==> config.mk <==
export PLATFORM = sky130hd
export DESIGN_NAME = instr_encoder
export DESIGN_NICKNAME = d
export VERILOG_FILES = /design/src/rtl/riscv_enc_pkg.sv /design/src/rtl/enc_fifo.sv /design/src/rtl/instr_encoder.sv
export SDC_FILE = /design/constraint.sdc
export NUM_CORES = 1
export LEC_CHECK = 0
export CAP_MARGIN = 15
export CORE_ASPECT_RATIO = 0.7
export CORE_MARGIN = 4
export CORE_UTILIZATION = 37
export CTS_CLUSTER_DIAMETER = 40
export DETAILED_ROUTE_END_ITERATION = 10
export GPL_ROUTABILITY_DRIVEN = 0
export MAX_ROUTING_LAYER = met4
export PLACE_DENSITY = 0.59
export SYNTH_ARGS = -nofsm -noshare
export SYNTH_HDL_FRONTEND = slang
export SYNTH_SLANG_ARGS = --single-unit
==> constraint.sdc <==
create_clock -name clk -period 6.6 [get_ports clk]
set_clock_uncertainty 0.2 [all_clocks]
set_input_delay 1.98 -clock clk [delete_from_list [all_inputs] [get_ports clk]]
set_output_delay 1.98 -clock clk [all_outputs]
set_load 0.01 [all_outputs]
==> src/rtl/riscv_enc_pkg.sv <==
// Shared encoding constants for instr_encoder: format codes, opcodes, immediate limits, FIFO entry.
// Pure definitions; no latency or backpressure of its own.
package riscv_enc_pkg;

  typedef enum logic [2:0] {
    FMT_R      = 3'd0,
    FMT_LOAD   = 3'd1,
    FMT_OPIMM  = 3'd2,
    FMT_STORE  = 3'd3,
    FMT_BRANCH = 3'd4
  } fmt_e;

  localparam logic [6:0] OP_R      = 7'b0110011;
  localparam logic [6:0] OP_LOAD   = 7'b0000011;
  localparam logic [6:0] OP_OPIMM  = 7'b0010011;
  localparam logic [6:0] OP_STORE  = 7'b0100011;
  localparam logic [6:0] OP_BRANCH = 7'b1100011;

  localparam logic signed [63:0] IMM12_MIN = -64'sd2048;
  localparam logic signed [63:0] IMM12_MAX =  64'sd2047;
  localparam logic signed [63:0] BIMM_MIN  = -64'sd4096;
  localparam logic signed [63:0] BIMM_MAX  =  64'sd4094;

  typedef struct packed {
    logic [31:0] instr;
    logic [63:0] addr;
  } entry_t;

endpackage

==> src/rtl/enc_fifo.sv <==
// Generic synchronous FIFO, valid/ready on both sides; a push is visible at the head one edge later.
// push_rdy depends only on occupancy, so a pop in the same cycle does not admit a push into a full FIFO.
module enc_fifo #(
  parameter int DEPTH = 2,
  parameter int WIDTH = 8
) (
  input  logic             clk,
  input  logic             reset,
  input  logic             push_vld,
  output logic             push_rdy,
  input  logic [WIDTH-1:0] push_dat,
  output logic             pop_vld,
  input  logic             pop_rdy,
  output logic [WIDTH-1:0] pop_dat
);

  localparam int AW = $clog2(DEPTH);
  localparam logic [AW:0] FULL_CNT = (AW+1)'(DEPTH);

  logic [WIDTH-1:0] mem [DEPTH];
  logic [AW-1:0]    wr_ptr, rd_ptr;
  logic [AW:0]      count;
  logic             do_push, do_pop;

  assign push_rdy = (count != FULL_CNT);
  assign pop_vld  = (count != '0);
  assign pop_dat  = mem[rd_ptr];
  assign do_push  = push_vld && push_rdy;
  assign do_pop   = pop_vld && pop_rdy;

  // Power-of-two depth lets the pointers wrap naturally.
  always_ff @(posedge clk) begin
    if (reset) begin
      wr_ptr <= '0;
      rd_ptr <= '0;
      count  <= '0;
    end else begin
      if (do_push) wr_ptr <= wr_ptr + 1'b1;
      if (do_pop)  rd_ptr <= rd_ptr + 1'b1;
      if (do_push && !do_pop)      count <= count + 1'b1;
      else if (do_pop && !do_push) count <= count - 1'b1;
    end
  end

  always_ff @(posedge clk) begin
    if (do_push) mem[wr_ptr] <= push_dat;
  end

endmodule

==> src/rtl/instr_encoder.sv <==
// Packs RV64 field sets into 32-bit words tagged with a running byte address, queued in enc_fifo.
// Accepted word is at the head one edge later; in_ready follows FIFO space, rejects pulse err next cycle.
module instr_encoder
  import riscv_enc_pkg::*;
#(
  parameter int DEPTH = 2
) (
  input  logic        clk,
  input  logic        reset,
  input  logic        in_valid,
  output logic        in_ready,
  input  logic [2:0]  in_fmt,
  input  logic [4:0]  in_rd,
  input  logic [4:0]  in_rs1,
  input  logic [4:0]  in_rs2,
  input  logic [2:0]  in_funct3,
  input  logic [6:0]  in_funct7,
  input  logic [63:0] in_imm,
  output logic        out_valid,
  input  logic        out_ready,
  output logic [31:0] out_instr,
  output logic [63:0] out_addr,
  output logic        err,
  output logic [7:0]  err_count
);

  fmt_e               fmt;
  logic signed [63:0] imm_s;
  logic [31:0]        word;
  logic               fmt_ok, imm_ok;
  logic               accept, push_vld, reject;
  logic [63:0]        addr;
  entry_t             push_dat, pop_dat;

  assign fmt   = fmt_e'(in_fmt);
  assign imm_s = signed'(in_imm);

  always_comb begin
    word   = '0;
    fmt_ok = 1'b1;
    imm_ok = 1'b1;
    case (fmt)
      FMT_R: word = {in_funct7, in_rs2, in_rs1, in_funct3, in_rd, OP_R};
      FMT_LOAD, FMT_OPIMM: begin
        word   = {in_imm[11:0], in_rs1, in_funct3, in_rd,
                  (fmt == FMT_LOAD) ? OP_LOAD : OP_OPIMM};
        imm_ok = (imm_s >= IMM12_MIN) && (imm_s <= IMM12_MAX);
      end
      FMT_STORE: begin
        word   = {in_imm[11:5], in_rs2, in_rs1, in_funct3, in_imm[4:0], OP_STORE};
        imm_ok = (imm_s >= IMM12_MIN) && (imm_s <= IMM12_MAX);
      end
      FMT_BRANCH: begin
        word   = {in_imm[12], in_imm[10:5], in_rs2, in_rs1, in_funct3,
                  in_imm[4:1], in_imm[11], OP_BRANCH};
        // Branch offsets are halfword-aligned; an odd offset is unencodable.
        imm_ok = (imm_s >= BIMM_MIN) && (imm_s <= BIMM_MAX) && !in_imm[0];
      end
      default: fmt_ok = 1'b0;
    endcase
  end

  assign accept   = in_valid && in_ready;
  assign push_vld = accept && fmt_ok && imm_ok;
  assign reject   = accept && !(fmt_ok && imm_ok);
  assign push_dat = '{instr: word, addr: addr};

  always_ff @(posedge clk) begin
    if (reset) begin
      addr      <= '0;
      err       <= 1'b0;
      err_count <= '0;
    end else begin
      err <= reject;
      if (reject && err_count != 8'hFF) err_count <= err_count + 1'b1;
      if (push_vld) addr <= addr + 64'd4;
    end
  end

  enc_fifo #(
    .DEPTH (DEPTH),
    .WIDTH ($bits(entry_t))
  ) u_fifo (
    .clk      (clk),
    .reset    (reset),
    .push_vld (push_vld),
    .push_rdy (in_ready),
    .push_dat (push_dat),
    .pop_vld  (out_valid),
    .pop_rdy  (out_ready),
    .pop_dat  (pop_dat)
  );

  assign out_instr = pop_dat.instr;
  assign out_addr  = pop_dat.addr;

endmodule

# Word level (Yosys, flattened, before mapping)
# Memories as Yosys holds them, arrays and structs flattened. A register that Yosys moved wholly into a read port is not among the register bits.
# Cells that the tools add are included.
totals:
  register_bits: 77
  latchBits: 0
  mem_bits_rw: 192
  rom_bits: 0
  in_bits: 96
  out_inout_bits: 107
  word_cells: 56
  memories: 1
op_classes:
  addsub: 6
  mul: 0
  div_mod_pow: 0
  n_lt_le_gt_ge: 4
  n_eq_ne: 6
  shift: 0
  muxes: 10
  n_bitwise: 0
  reduce_logical: 23
mem_list:
  columns: ["name", "depth", "word_bits", "rd", "rd_clocked_by_memory_dff", "wr", "line_no", "source"]
  rows:
  - ["u_fifo.mem", 2, 96, 1, 1, 1, "enc_fifo.sv:20", "logic [WIDTH-1:0] mem [DEPTH];"]
op_table:
  columns: ["op", "n"]
  rows:
  - ["one-hot mux 32 bit (4 select lines)", 1]
  - ["adder 64 x 3 -> 64 bit (second input constant)", 1]
  - [">= comparator 64 x 12 -> 1 bit (second input constant)", 1]
  - [">= comparator 64 x 13 -> 1 bit (second input constant)", 1]
  - ["<= comparator 64 x 12 -> 1 bit (second input constant)", 1]
  - ["<= comparator 64 x 13 -> 1 bit (second input constant)", 1]
  - ["logical AND 1 bit", 13]
  - ["adder 8 x 1 -> 8 bit (second input constant)", 1]
  - ["!= test 8 bit (second input constant)", 1]
  - ["== test 3 x 2 -> 1 bit (second input constant)", 2]
  - ["two-way mux 1 bit", 5]
  - ["two-way mux 5 bit", 1]
  - ["OR reduction 5 bit", 1]
  - ["logical NOT 1 bit", 4]
  - ["two-way mux 2 bit", 2]
  - ["nonzero test 2 bit", 2]
  - ["== test 3 x 1 -> 1 bit (second input constant)", 1]
  - ["== test 3 bit (second input constant)", 1]
  - ["logical NOT 3 bit", 1]
  - ["OR reduction 3 bit", 1]
  - ["adder 1 bit (second input constant)", 2]
  - ["adder 2 x 1 -> 2 bit (second input constant)", 1]
  - ["!= test 2 bit (second input constant)", 1]
  - ["one-hot mux 1 bit (2 select lines)", 1]
  - ["other kinds (2)", 2]

# Logic depth before layout (Yosys ltp)
# Gate-level depths: netlist of the first run.
logic_depth:
  word_depth: 10
  depth_mapped: 12
  mapped_depth_nobuf: 9

# Modules after synthesis
# Synthesis of the first run repeated with hierarchy kept, for this count alone.
unflattened:
  hier_cells: 858
  area_unflattened_um2: 11638.7
by_module_without_submodules:
  columns: ["module", "n_inst", "cells_each", "area_per_inst_um2", "seq_area_each_um2"]
  rows:
  - ["enc_fifo", 1, 323, 7350.8, 5865.6]
  - ["instr_encoder", 1, 535, 4287.9, 1421.4]

# Worst setup path after synthesis of the first run
# No wires, ideal clock.
synth_path:
  path_type: "input to register"
  from: "input in_imm[18]"
  to: "memory u_fifo.mem[1][10] (netlist bit) (enable)"
  setup_ns: 0.460
  arrival_ns: 5.800
  required_time_ns: 5.940
  setup_slack_ns: 0.140
  stages: 8
  n_path_buf: 2
  cell_sequence: "nor4_1 -> nand4_1 -> or4_1 -> a221o_1 -> buf_6 -> buf_2 -> nor2_1 -> and2_1"
synth_between:
  elab_chain_cells: 8
  word_cells_on_any_way: 12
  cone_classes: "order compare (4); mux (3); reduce/logical (5)"
synth_lines:
  columns: ["item", "line_no", "source"]
  rows:
  - ["from (decl)", "instr_encoder.sv:18", "input logic [63:0] in_imm,"]
  - [">= comparator 64 x 13 -> 1 bit or <= comparator 64 x 13 -> 1 bit (tied branches)", "instr_encoder.sv:57", "imm_ok = (imm_s >= BIMM_MIN) && (imm_s <= BIMM_MAX) && !in_imm[0];"]
  - ["logical AND 1 bit (2 in a row)", "instr_encoder.sv:57", null]
  - ["one-hot mux 1 bit (2 select lines) (*)", "instr_encoder.sv:42", "case (fmt)"]
  - ["logical AND 1 bit (*)", "instr_encoder.sv:64", "assign push_vld = accept && fmt_ok && imm_ok;"]
  - ["logical AND 1 bit (*)", "enc_fifo.sv:28", "assign do_push = push_vld && push_rdy;"]
  - ["named net u_fifo.do_push", "enc_fifo.sv:23", "logic do_push, do_pop;"]
  - ["two-way mux 1 bit (*)", "enc_fifo.sv:46", "if (do_push) mem[wr_ptr] <= push_dat;"]
  - ["two-way mux 1 bit (implied by the code) (*)", "enc_fifo.sv:46", null]
  - ["to (decl)", "enc_fifo.sv:20", null]
# Mark *: on every way through the listed nets, which the timed path passes. The rest lies on a longest branch.

# Worst setup path in the final report of the first run
layout_path:
  from: "input in_imm[40]"
  to: "memory u_fifo.mem[0][14] (netlist bit) (enable)"
layout_between:
  elab_chain_cells: 8
  word_cells_on_any_way: 12
  cone_classes: "order compare (4); mux (3); reduce/logical (5)"
layout_lines:
  columns: ["item", "line_no"]
  rows:
  - [">= comparator 64 x 13 -> 1 bit or <= comparator 64 x 13 -> 1 bit (tied branches)", "instr_encoder.sv:57"]
  - ["logical AND 1 bit (2 in a row)", "instr_encoder.sv:57"]
  - ["one-hot mux 1 bit (2 select lines) (*)", "instr_encoder.sv:42"]
  - ["logical AND 1 bit (*)", "instr_encoder.sv:64"]
  - ["logical AND 1 bit (*)", "enc_fifo.sv:28"]
  - ["two-way mux 1 bit (*)", "enc_fifo.sv:46"]
  - ["two-way mux 1 bit (implied by the code) (*)", "enc_fifo.sv:46"]
# Mark *: on every way between the ends. The rest lies on a longest branch, timed or not.

==> results of run 1 <==
cells in the mapped netlist (16+ instances only):
| cell | n | area [um^2] |
|---|---|---|
| nand4_1 | 36 | 225 |
| nor2_1 | 28 | 105 |
| dfxtp_1 | 76 | 1520 |
| nand3_1 | 39 | 195 |
| mux2_2 | 100 | 1130 |
| nor4_1 | 16 | 100 |
| a21oi_1 | 64 | 320 |
| edfxtp_1 | 182 | 5470 |
| nand2_1 | 28 | 105 |
| clkbuf_1 | 44 | 165 |
| o31ai_1 | 55 | 413 |
| or4_1 | 57 | 428 |
| and2_1 | 18 | 113 |
worst paths after layout:
kind,end,cells past startpoint,slack (ns)
setup / recovery,u_fifo.mem[0][14]$_DFFE_PP_,8,1.39
hold / removal,u_fifo.mem[0][63]$_DFFE_PP_,0,0.28
setup reg to reg,addr[54]$_SDFFE_PP0P_,7,2.97
hold reg to reg,u_fifo.mem[0][63]$_DFFE_PP_,0,0.28
power by group through the flow:
stage               clock (uW)  sequential, uW  combinational [uW]
finish                    1720            1830                 671
CTS                       1770            1830                 685
global placement             0            1860                 681
floorplan                    0            1810                 386
detailed placement           0            1860                 680
global route              1850            1830                 721
through the flow:
step / total power, uW / instance area, um^2
after floorplan: 2190 / 11200
after global placement: 2540 / 13500
after detailed placement: 2540 / 13500
after CTS: 4290 / 14600
after global routing: 4410 / 14600
final: 4220 / 14600
cell families (layout without fill, tap and decap cells):
logic type | after synthesis | count (layout) | share of synthesized area [%]
muxes | 106 | 106 | 10.6
and+or+nand+nor | 276 | 276 | 14.8
buffers and inverters | 72 | 278 | 2.75
other | 1 | 4 | 0.0336
adders and majority gates | 3 | 3 | 0.336
AOI/OAI and AO/OA | 149 | 149 | 8.58
DFF | 258 | 258 | 62.5
xor gates and xnor gates | 5 | 5 | 0.392
cell type report:
type                            instances  area (um^2)
Inverter                               10         38.8
Clock buffer                           40          905
Sequential cell                       258         6990
Fill cell                            2574        14700
Multi-Input combinational cell        543         3910
Timing Repair Buffer                  207         2070
Tap cell                              405          507
Clock inverter                         21          173
routing by layer:
metal  routed length, um  track usage, %  up-vias
met4                 316            2.97        0
met1               12500            21.7     3885
met5                   0               -        -
li1                    -               -     3831
met2               12200            24.6      231
met3                1730            4.01       28
flip-flops by register name, summed over array words and instances (netlist names), named ones only:
signal         cells
addr              62
err                1
err_count          8
u_fifo.count       2
u_fifo.mem       182
u_fifo.rd_ptr      1
u_fifo.wr_ptr      1
==> out/metrics.csv, run 1 <==
stage,metric,value,unit
setup_path,cp.arrival,5.13,ns
die,die_area,0.0331,mm^2
power,internal_power,3180,uW
die,die_x,216,um
drt,antenna_left,0,
global_routing,grt_start_max_net_pins,111,
place,detailed_place_hpwl,17300,um
sta,slew_headroom,24.1,%
clock_network,clk_latency,0.48,ns
setup_path,cp.required,6.52,ns
die,core-area,0.0293,mm^2
drt,num_vias,7975,
clock_network,cts_setup_buffers,0,
synthesis,ys_seq_area_share,62.5,%
sta,max_freq,192,MHz
die,start_util,38.1,%
power,switching_share,24.7,%
sta,fin_tns_setup,0,ns
sta,hold_viol,0,
sta,finalCritPeriodShare,79.0,%
global_routing,grt_antenna_before_repair,0,
place,preCtsSetupSlack,0.865,ns
layout,final_util,49.7,%
clock_network,cts.sinks,258,
layout,diodes,0,
die,die_h,153,um
clock_network,cts_tree,yes,
setup_path,path_class,primary input to flip-flop,
setup_path,slowest_delay,0.63,ns
synthesis,synth-edff-count,182,
drt,routed_via_density,5.37,
synthesis,ys_seq_elements,258,
power,p_per_area,289,mW/mm^2
setup_path,critPathLaunch,in_imm[40],
drt,drcViolationCount,0,
run,cap_violations,0,
power,switchingPower,1040,uW
drt,drt_pass1_iterations,5,
layout,area_growth,30.6,%
clock_network,cts_resized,0,
die,io_pins,203,
sta,setup_slack,1.39,ns
clock_network,ctsHtreeMaxLevel,2,
power,p_clk_share,40.8,%
sta,min_period,5.21,ns
setup_path,path_buf_inv,3,
place,port_buffers,198,
global_routing,track_usage,16.0,%
drt,drt-initial-drc-count,567,
layout,final_cell_mix,"197 x clkdlybuf4s50_1, 182 x edfxtp_1, 100 x mux2_2",
clock_network,cts.path.max_buffers,3,
global_routing,grt_pass1_vias,7624,
drt,routed_wl,26800,um
layout,final_common_cell,clkdlybuf4s50_1,
worst_hold_path,hold_class,flip-flop to flip-flop,
synthesis,avgSynthCellArea,12.8,um^2
setup_path,rr_startpoint,addr[3]$_SDFFE_PP0P_,
setup_path,cp_max_fo,91,
power,ir_drop,0.135,mV
clock_network,cts_buffers,34,
sta,max_slew.worst_pin.slew,1.14,ns
layout,fin_nets,1153,
synthesis,synth_cells,870,
synthesis,synthArstFlopShare,0,%
setup_path,path_cells,clkdlybuf4s50_1 -> nor4_1 -> nand4_1 -> or4_1 -> a221o_4 -> or3_1 -> clkinv_2 -> buf_12,
power,sequentialPowerShare,43.3,%
drt,wire_per_inst,18.1,um
sta,rsz0062_at_grt,no,
setup_path,end_kind,flip-flop,
synthesis,yosysWarnings,0,
sta,setup_viol,0,
place,post-place-cells,1423,
layout,drive_above_1_share,16.1,%
layout,stdcell_count,1484,
global_routing,grt_pass1_wl,41900,um
synthesis,synth-main-ff-cell,edfxtp_1,
worst_hold_path,hp-start,addr[63]$_SDFFE_PP0P_,
power,combinationalPowerShare,15.9,%
sta,slew_viol_final,0,
power,p_leak,0.00439,uW
sta,fin_hold_ws,0.277,ns
setup_path,critPathTopFamily,simple AND/OR/NAND/NOR gates,
clock_network,cts_root_buf,clkbuf_16,
die,num_rows,52,
synthesis,netlist_area,0.0112,mm^2
setup_path,cpMaxStageDelayCell,a221o_4,
clock_network,hold_buffers,0,
setup_path,cp-start-kind,primary input,
clock_network,path_clk_slew,0.06,ns
global_routing,grt_overflow,0,
synthesis,synth.distinct_cells,45,
run_status,outcome,"complete, no violations",
Power figures use the tool's default switching activity.
==> run 2, diff against run 1 <==
==> constraint.sdc (replaced) <==
create_clock -name clk -period 4.68 [get_ports clk]
set_clock_uncertainty 0.2 [all_clocks]
set_input_delay 1.404 -clock clk [delete_from_list [all_inputs] [get_ports clk]]
set_output_delay 1.404 -clock clk [all_outputs]
set_load 0.01 [all_outputs]
==> run 2 against run 1 <==
  * Cell count increased by 1.6%
  * Clock power increased by 56%
  * Highest routed layer unchanged
  * Critical endpoint is now addr[33]$_SDFFE_PP0P_
  * Core utilization increased by 1.4 points
  * Combinational power increased by 49%
  * Flip-flop and latch count unchanged
  * Worst setup slack got worse by 1.1 ns
  * Routed wire length decreased by 0.32%
==> out/metrics.csv, run 2 (synthesis results as in run 1) <==
stage,metric,value,unit,change
run_status,outcome,"complete, no violations",,
power,switching_share,24.0,%,-0.73 points
layout,final_cell_mix,"197 x clkdlybuf4s50_1, 182 x edfxtp_1, 100 x mux2_2",,
power,combinationalPowerShare,16.0,%,about the same
drt,num_vias,8000,,+0.31%
setup_path,cp_max_fo,63,,-31%
sta,hold_viol,0,,unchanged
clock_network,cts.sinks,258,,unchanged
layout,final_common_cell,clkdlybuf4s50_1,,
setup_path,cpMaxStageDelayCell,or4_1,,
layout,drive_above_1_share,18.3,%,+2.2 points
drt,antenna_left,0,,unchanged
layout,reg_top3,"u_fifo.mem (182), addr (62), err_count (8)",,
worst_hold_path,holdPathStages,0,,unchanged
setup_path,slowest_delay,0.55,ns,-0.08 ns
power,p_per_area,417,mW/mm^2,+44%
clock_network,cts_root_buf,clkbuf_16,,
clock_network,path_clk_slew,0.06,ns,about the same
global_routing,grt_antenna_before_repair,0,,unchanged
setup_path,cp-start-kind,primary input,,
drt,routed_wl,26800,um,-0.32%
power,sequentialPowerShare,40.9,%,-2.4 points
layout,post-route-cell-area,0.0150,mm^2,+2.8%
place,post-place-cells,1445,,+1.5%
die,die_area,0.0331,mm^2,unchanged
die,num_rows,52,,unchanged
clock_network,cts_buffers,35,,+2.9%
global_routing,grt_pass1_wl,42500,um,+1.4%
sta,slew_headroom,33.0,%,+8.9 points
layout,fin_nets,1176,,+2.0%
sta,max_freq,226,MHz,
die,die_x,216,um,unchanged
power,switchingPower,1500,uW,+44%
place,place_area,0.0138,mm^2,+2.1%
global_routing,track_usage,16.2,%,+0.25 points
die,io_pins,203,,unchanged
global_routing,grt_pass1_vias,7737,,+1.5%
clock_network,clk_latency,0.49,ns,about the same
setup_path,crit_top_cell,buf_4,,
place,detailed_place_hpwl,18000,um,+4.1%
layout,final_util,51.2,%,+1.4 points
worst_hold_path,hold_class,flip-flop to flip-flop,,
power,p_leak,0.00458,uW,+4.1%
clock_network,cts.path.max_buffers,3,,unchanged
setup_path,path_class,primary input to flip-flop,,
worst_hold_path,hp-start,addr[63]$_SDFFE_PP0P_,,
drt,drt_pass1_iterations,5,,unchanged
sta,finalCritPeriodShare,94.5,%,
drt,routed_via_density,5.31,,-1.3%
drt,wire_per_inst,17.7,um,-1.9%
power,p_clk_share,43.1,%,+2.3 points
layout,stdcell_count,1508,,+1.6%
clock_network,ctsHtreeMaxLevel,2,,unchanged
drt,drt-initial-drc-count,525,,-7.4%
clock_network,cts_tree,yes,,
clock_network,cts_resized,0,,unchanged
power,ir_drop,0.211,mV,+56%
run,cap_violations,0,,unchanged
die,core-area,0.0293,mm^2,unchanged
setup_path,rr_startpoint,addr[2]$_SDFFE_PP0P_,,
setup_path,critPathLaunch,in_imm[17],,
power,power,6260,uW,+48%
sta,fin_tns_setup,0,ns,unchanged
setup_path,path_cells,clkdlybuf4s50_1 -> nor4_1 -> buf_4 -> nand4_1 -> or4_1 -> a221o_4 -> buf_4 -> or4b_1 -> a21oi_1,,
setup_path,reg2reg_to,addr[44]$_SDFFE_PP0P_,,
die,start_util,38.1,%,unchanged
sta,min_period,4.42,ns,
sta,setup_viol,0,,unchanged
setup_path,reg2reg_slack,1.32,ns,-1.65 ns
setup_path,r2r_cells,8,,+1
setup_path,cp.required,4.89,ns,-1.63 ns
sta,max_slew.worst_pin.slew,1.01,ns,-0.134 ns
global_routing,grt_overflow,0,,unchanged
setup_path,end_kind,flip-flop,,
layout,largest_reg_flops,182,,unchanged
layout,diodes,0,,unchanged
sta,slew_viol_final,0,,unchanged
drt,drcViolationCount,0,,unchanged
layout,area_growth,34.3,%,
setup_path,cp.arrival,4.63,ns,-0.50 ns
clock_network,hold_buffers,0,,unchanged
die,die_h,153,um,unchanged
clock_network,cts_setup_buffers,0,,unchanged
power,internal_power,4750,uW,+50%
place,port_buffers,198,,unchanged
layout,regMostFlops,u_fifo.mem,,
sta,rsz0062_at_grt,no,,
worst_hold_path,hold_end,u_fifo.mem[0][63]$_DFFE_PP_,,
global_routing,grt_start_max_net_pins,64,,-42%
==> run 2: cell count changes in the layout (fill, tap and decap cells not counted), moves of 3 or more <==
| cell | previous run | this run |
|---|---|---|
| clkinv_4 | 4 | 1 |
| nor4_1 | 16 | 13 |
| clkinvlp_4 | 3 | 6 |
| clkinv_2 | 6 | 3 |
| buf_4 | 7 | 22 |
| buf_12 | 2 | 9 |
| bufinv_16 | 1 | 4 |
==> run 2: how the worst max path moves through the flow <==
stage	to	slack, ns	cells past startpoint
finish	addr[33]$_SDFFE_PP0P_	0.26	9
global route	addr[30]$_SDFFE_PP0P_	0.15	9
CTS	u_fifo.mem[0][43]$_DFFE_PP_	0.26	9
detailed placement	u_fifo.mem[0][54]$_DFFE_PP_	-0.26	9
global placement	u_fifo.mem[0][55]$_DFFE_PP_	-0.17	9
floorplan	u_fifo.mem[0][10]$_DFFE_PP_	-0.06	7
==> run 2: critical path: cells and delay by family <==
kind | cells | cell delay, ns
AOI/OAI and AO/OA | 2 | 0.66
buffers and inverters | 3 | 0.92
and+or+nand+nor | 4 | 1.61
==> run 2: layer usage <==
metal  routed length, um  share of wire (%)  global-route usage, %  vias up
li1                    -                  -                      -     3887
met1               12700                 47                   22.1     3863
met2               12000                 45                   24.6      212
met3                1590                5.9                   3.75       38
met4                 442                1.7                   4.05        0
met5                   0                  0                      -        -
==> run 2: cell type report <==
cell class	instances	area, um^2
fill	2557	14300
sequential	258	6990
multi-input combinational	543	3950
timing repair buffer	229	2320
clock buffer	42	965
tap	405	507
clock inverter	21	239
inverter	10	41.3
==> run 2: power by group through the flow <==
stage	Clock [uW]	Sequential (uW)	Combinational, uW
floorplan	0	2540	546
global placement	0	2610	1010
detailed placement	0	2610	1010
CTS	2770	2560	1020
global route	2870	2570	1070
finish	2690	2560	1000
==> run 2: metrics by stage <==
stage	setup slack (ns)	hold WS [ns]
detailed placement	-0.258	0.265
floorplan	-0.0608	0.240
global placement	-0.172	0.254
finish	0.257	0.273
global route	0.153	0.302
CTS	0.261	0.275
==> run 3, diff against run 2 <==
--- a/config.mk
+++ b/config.mk
@@ -14,6 +14,8 @@
 export GPL_ROUTABILITY_DRIVEN = 0
 export MAX_ROUTING_LAYER = met4
 export PLACE_DENSITY = 0.59
+export SLEW_MARGIN = 20
 export SYNTH_ARGS = -nofsm -noshare
 export SYNTH_HDL_FRONTEND = slang
 export SYNTH_SLANG_ARGS = --single-unit
+export TNS_END_PERCENT = 50
==> run 3 against run 2 <==
  * Die area did not move
  * Largest cell class unchanged
  * Routed wire length barely moved
  * Core utilization fell by 0.20 points
  * Via count barely moved
  * Clock-buffer cell count fell by 3
  * Register-to-register slack improved by 0.31 ns
  * Hold slack improved by 0.029 ns
  * Critical path depth did not move
  * First-iteration DRC count rose by 5.1%
  * Sequential share of layout area rose by 0.18 points
  * Worst setup slack improved by 0.30 ns
==> out/metrics.csv, run 3 (synthesis results as in run 1) <==
stage,metric,value,unit,change
setup_path,cp.required,4.89,ns,about the same
die,start_util,38.1,%,unchanged
setup_path,path_class,primary input to flip-flop,,
setup_path,end_kind,flip-flop,,
power,ir_drop,0.192,mV,-9.1%
power,p_leak,0.00456,uW,-0.27%
drt,num_vias,8005,,+0.063%
global_routing,grt_start_max_net_pins,61,,-4.7%
setup_path,cp_max_fo,35,,-44%
sta,slew_viol_final,0,,unchanged
global_routing,grt_pass1_vias,7877,,+1.8%
die,core-area,0.0293,mm^2,unchanged
layout,regMostFlops,u_fifo.mem,,
global_routing,track_usage,16.3,%,+0.042 points
power,sequentialPowerShare,41.8,%,+0.9 points
clock_network,cts_root_buf,clkbuf_16,,
power,p_per_area,408,mW/mm^2,-2.1%
power,power,6100,uW,-2.4%
layout,largest_reg_flops,182,,unchanged
global_routing,grt_pass1_wl,42700,um,+0.50%
setup_path,cp-start-kind,primary input,,
clock_network,cts_tree,yes,,
drt,routed_via_density,5.30,,about the same
drt,drt-initial-drc-count,552,,+5.1%
layout,diodes,0,,unchanged
sta,finalCritPeriodShare,88.0,%,-6.5 points
die,io_pins,203,,unchanged
global_routing,grt_antenna_before_repair,0,,unchanged
layout,reg_top3,"u_fifo.mem (182), addr (62), err_count (8)",,
run,cap_violations,0,,unchanged
sta,hold_viol,0,,unchanged
clock_network,cts.sinks,258,,unchanged
power,switchingPower,1490,uW,-0.59%
drt,routed_wl,26800,um,about the same
power,p_clk_share,41.7,%,-1.4 points
sta,min_period,4.12,ns,-0.303 ns
drt,drt_pass1_iterations,5,,unchanged
worst_hold_path,hold_class,flip-flop to flip-flop,,
power,switching_share,24.5,%,+0.46 points
clock_network,cts_setup_buffers,0,,unchanged
die,die_area,0.0331,mm^2,unchanged
drt,wire_per_inst,17.7,um,about the same
sta,slew_headroom,32.6,%,-0.36 points
place,detailed_place_hpwl,18100,um,+0.92%
clock_network,cts_resized,0,,unchanged
clock_network,hold_buffers,0,,unchanged
die,num_rows,52,,unchanged
place,port_buffers,198,,unchanged
setup_path,critPathLaunch,in_imm[40],,
die,die_x,216,um,unchanged
power,internal_power,4610,uW,-3.0%
layout,fin_nets,1178,,+0.17%
setup_path,cp.arrival,4.33,ns,-0.30 ns
sta,max_slew.worst_pin.slew,1.01,ns,+0.00540 ns
clock_network,path_clk_slew,0.06,ns,about the same
sta,setup_viol,0,,unchanged
layout,final_common_cell,clkdlybuf4s50_1,,
clock_network,cts.path.max_buffers,3,,unchanged
global_routing,grt_overflow,0,,unchanged
power,combinationalPowerShare,16.5,%,+0.5 points
layout,final_cell_mix,"197 x clkdlybuf4s50_1, 182 x edfxtp_1, 100 x mux2_2",,
clock_network,ctsHtreeMaxLevel,2,,unchanged
layout,final_util,51.0,%,-0.20 points
drt,antenna_left,0,,unchanged
worst_hold_path,hp-start,addr[12]$_SDFFE_PP0P_,,
drt,drcViolationCount,0,,unchanged
run_status,outcome,"complete, no violations",,
setup_path,rr_startpoint,addr[3]$_SDFFE_PP0P_,,
sta,max_freq,243,MHz,+7.4%
layout,area_growth,33.8,%,
sta,rsz0062_at_grt,no,,
die,die_h,153,um,unchanged
layout,drive_above_1_share,17.6,%,-0.67 points
clock_network,clk_latency,0.50,ns,about the same
clock_network,cts_buffers,36,,+2.9%
==> run 3: changes by cell type in the layout (fill, tap and decap cells not counted), sizes merged <==
cell	change
buf	+1
bufinv	-2
clkbuf	-3
clkinv	+8
clkinvlp	-2
==> run 3: per-layer routing <==
layer,wire length [um],global-route usage [%],vias to the layer above
li1,-,-,3878
met5,0,-,-
met3,1800,4.23,44
met4,530,4.32,0
met1,12400,21.5,3866
met2,12000,25.0,217
==> run 3: worst paths after layout <==
path	end	slack (ns)	cells after the start
max	addr[20]$_SDFFE_PP0P_	0.56	9
max reg2reg	addr[54]$_SDFFE_PP0P_	1.63	9
min reg2reg	u_fifo.mem[1][12]$_DFFE_PP_	0.30	0
min	u_fifo.mem[1][12]$_DFFE_PP_	0.30	0
==> run 3: power groups by stage <==
stage	registers, uW	clock network [uW]	logic, uW
2_1_floorplan	2540	0	544
3_3_place_gp	2600	0	1020
3_5_place_dp	2600	0	1020
4_1_cts	2550	2610	1030
5_1_grt	2560	2730	1080
6_report	2550	2550	1010
==> run 3: area by class of cell <==
cell class	instances	area, um^2
clock buffer	39	933
clock inverter	25	200
fill	2626	14400
inverter	10	41.3
multi-input combinational	543	3910
sequential	258	6990
tap	405	507
timing repair buffer	230	2370
==> run 3: worst max-delay path, stage by stage <==
cell and delay (ns):
clkdlybuf4s50_1 0.42, nor4_1 0.34, nand4_1 0.15, or4_1 0.52
a221o_4 0.44, buf_4 0.22, buf_12 0.19, or4_1 0.47
a21oi_1 0.15
==> run 3: per-stage QoR <==
step	setup TNS (ns)	cell area [um^2]	hold slack [ns]	setup WS [ns]	cells
5_1_grt	0	15000	0.329	0.346	1510
2_1_floorplan	-8.73	11200	0.240	-0.0960	873
3_3_place_gp	-0.00437	13800	0.277	-0.00108	1446
4_1_cts	0	15000	0.301	0.526	1510
3_5_place_dp	0	13800	0.290	0.0326	1446
6_report	0	15000	0.302	0.560	1510
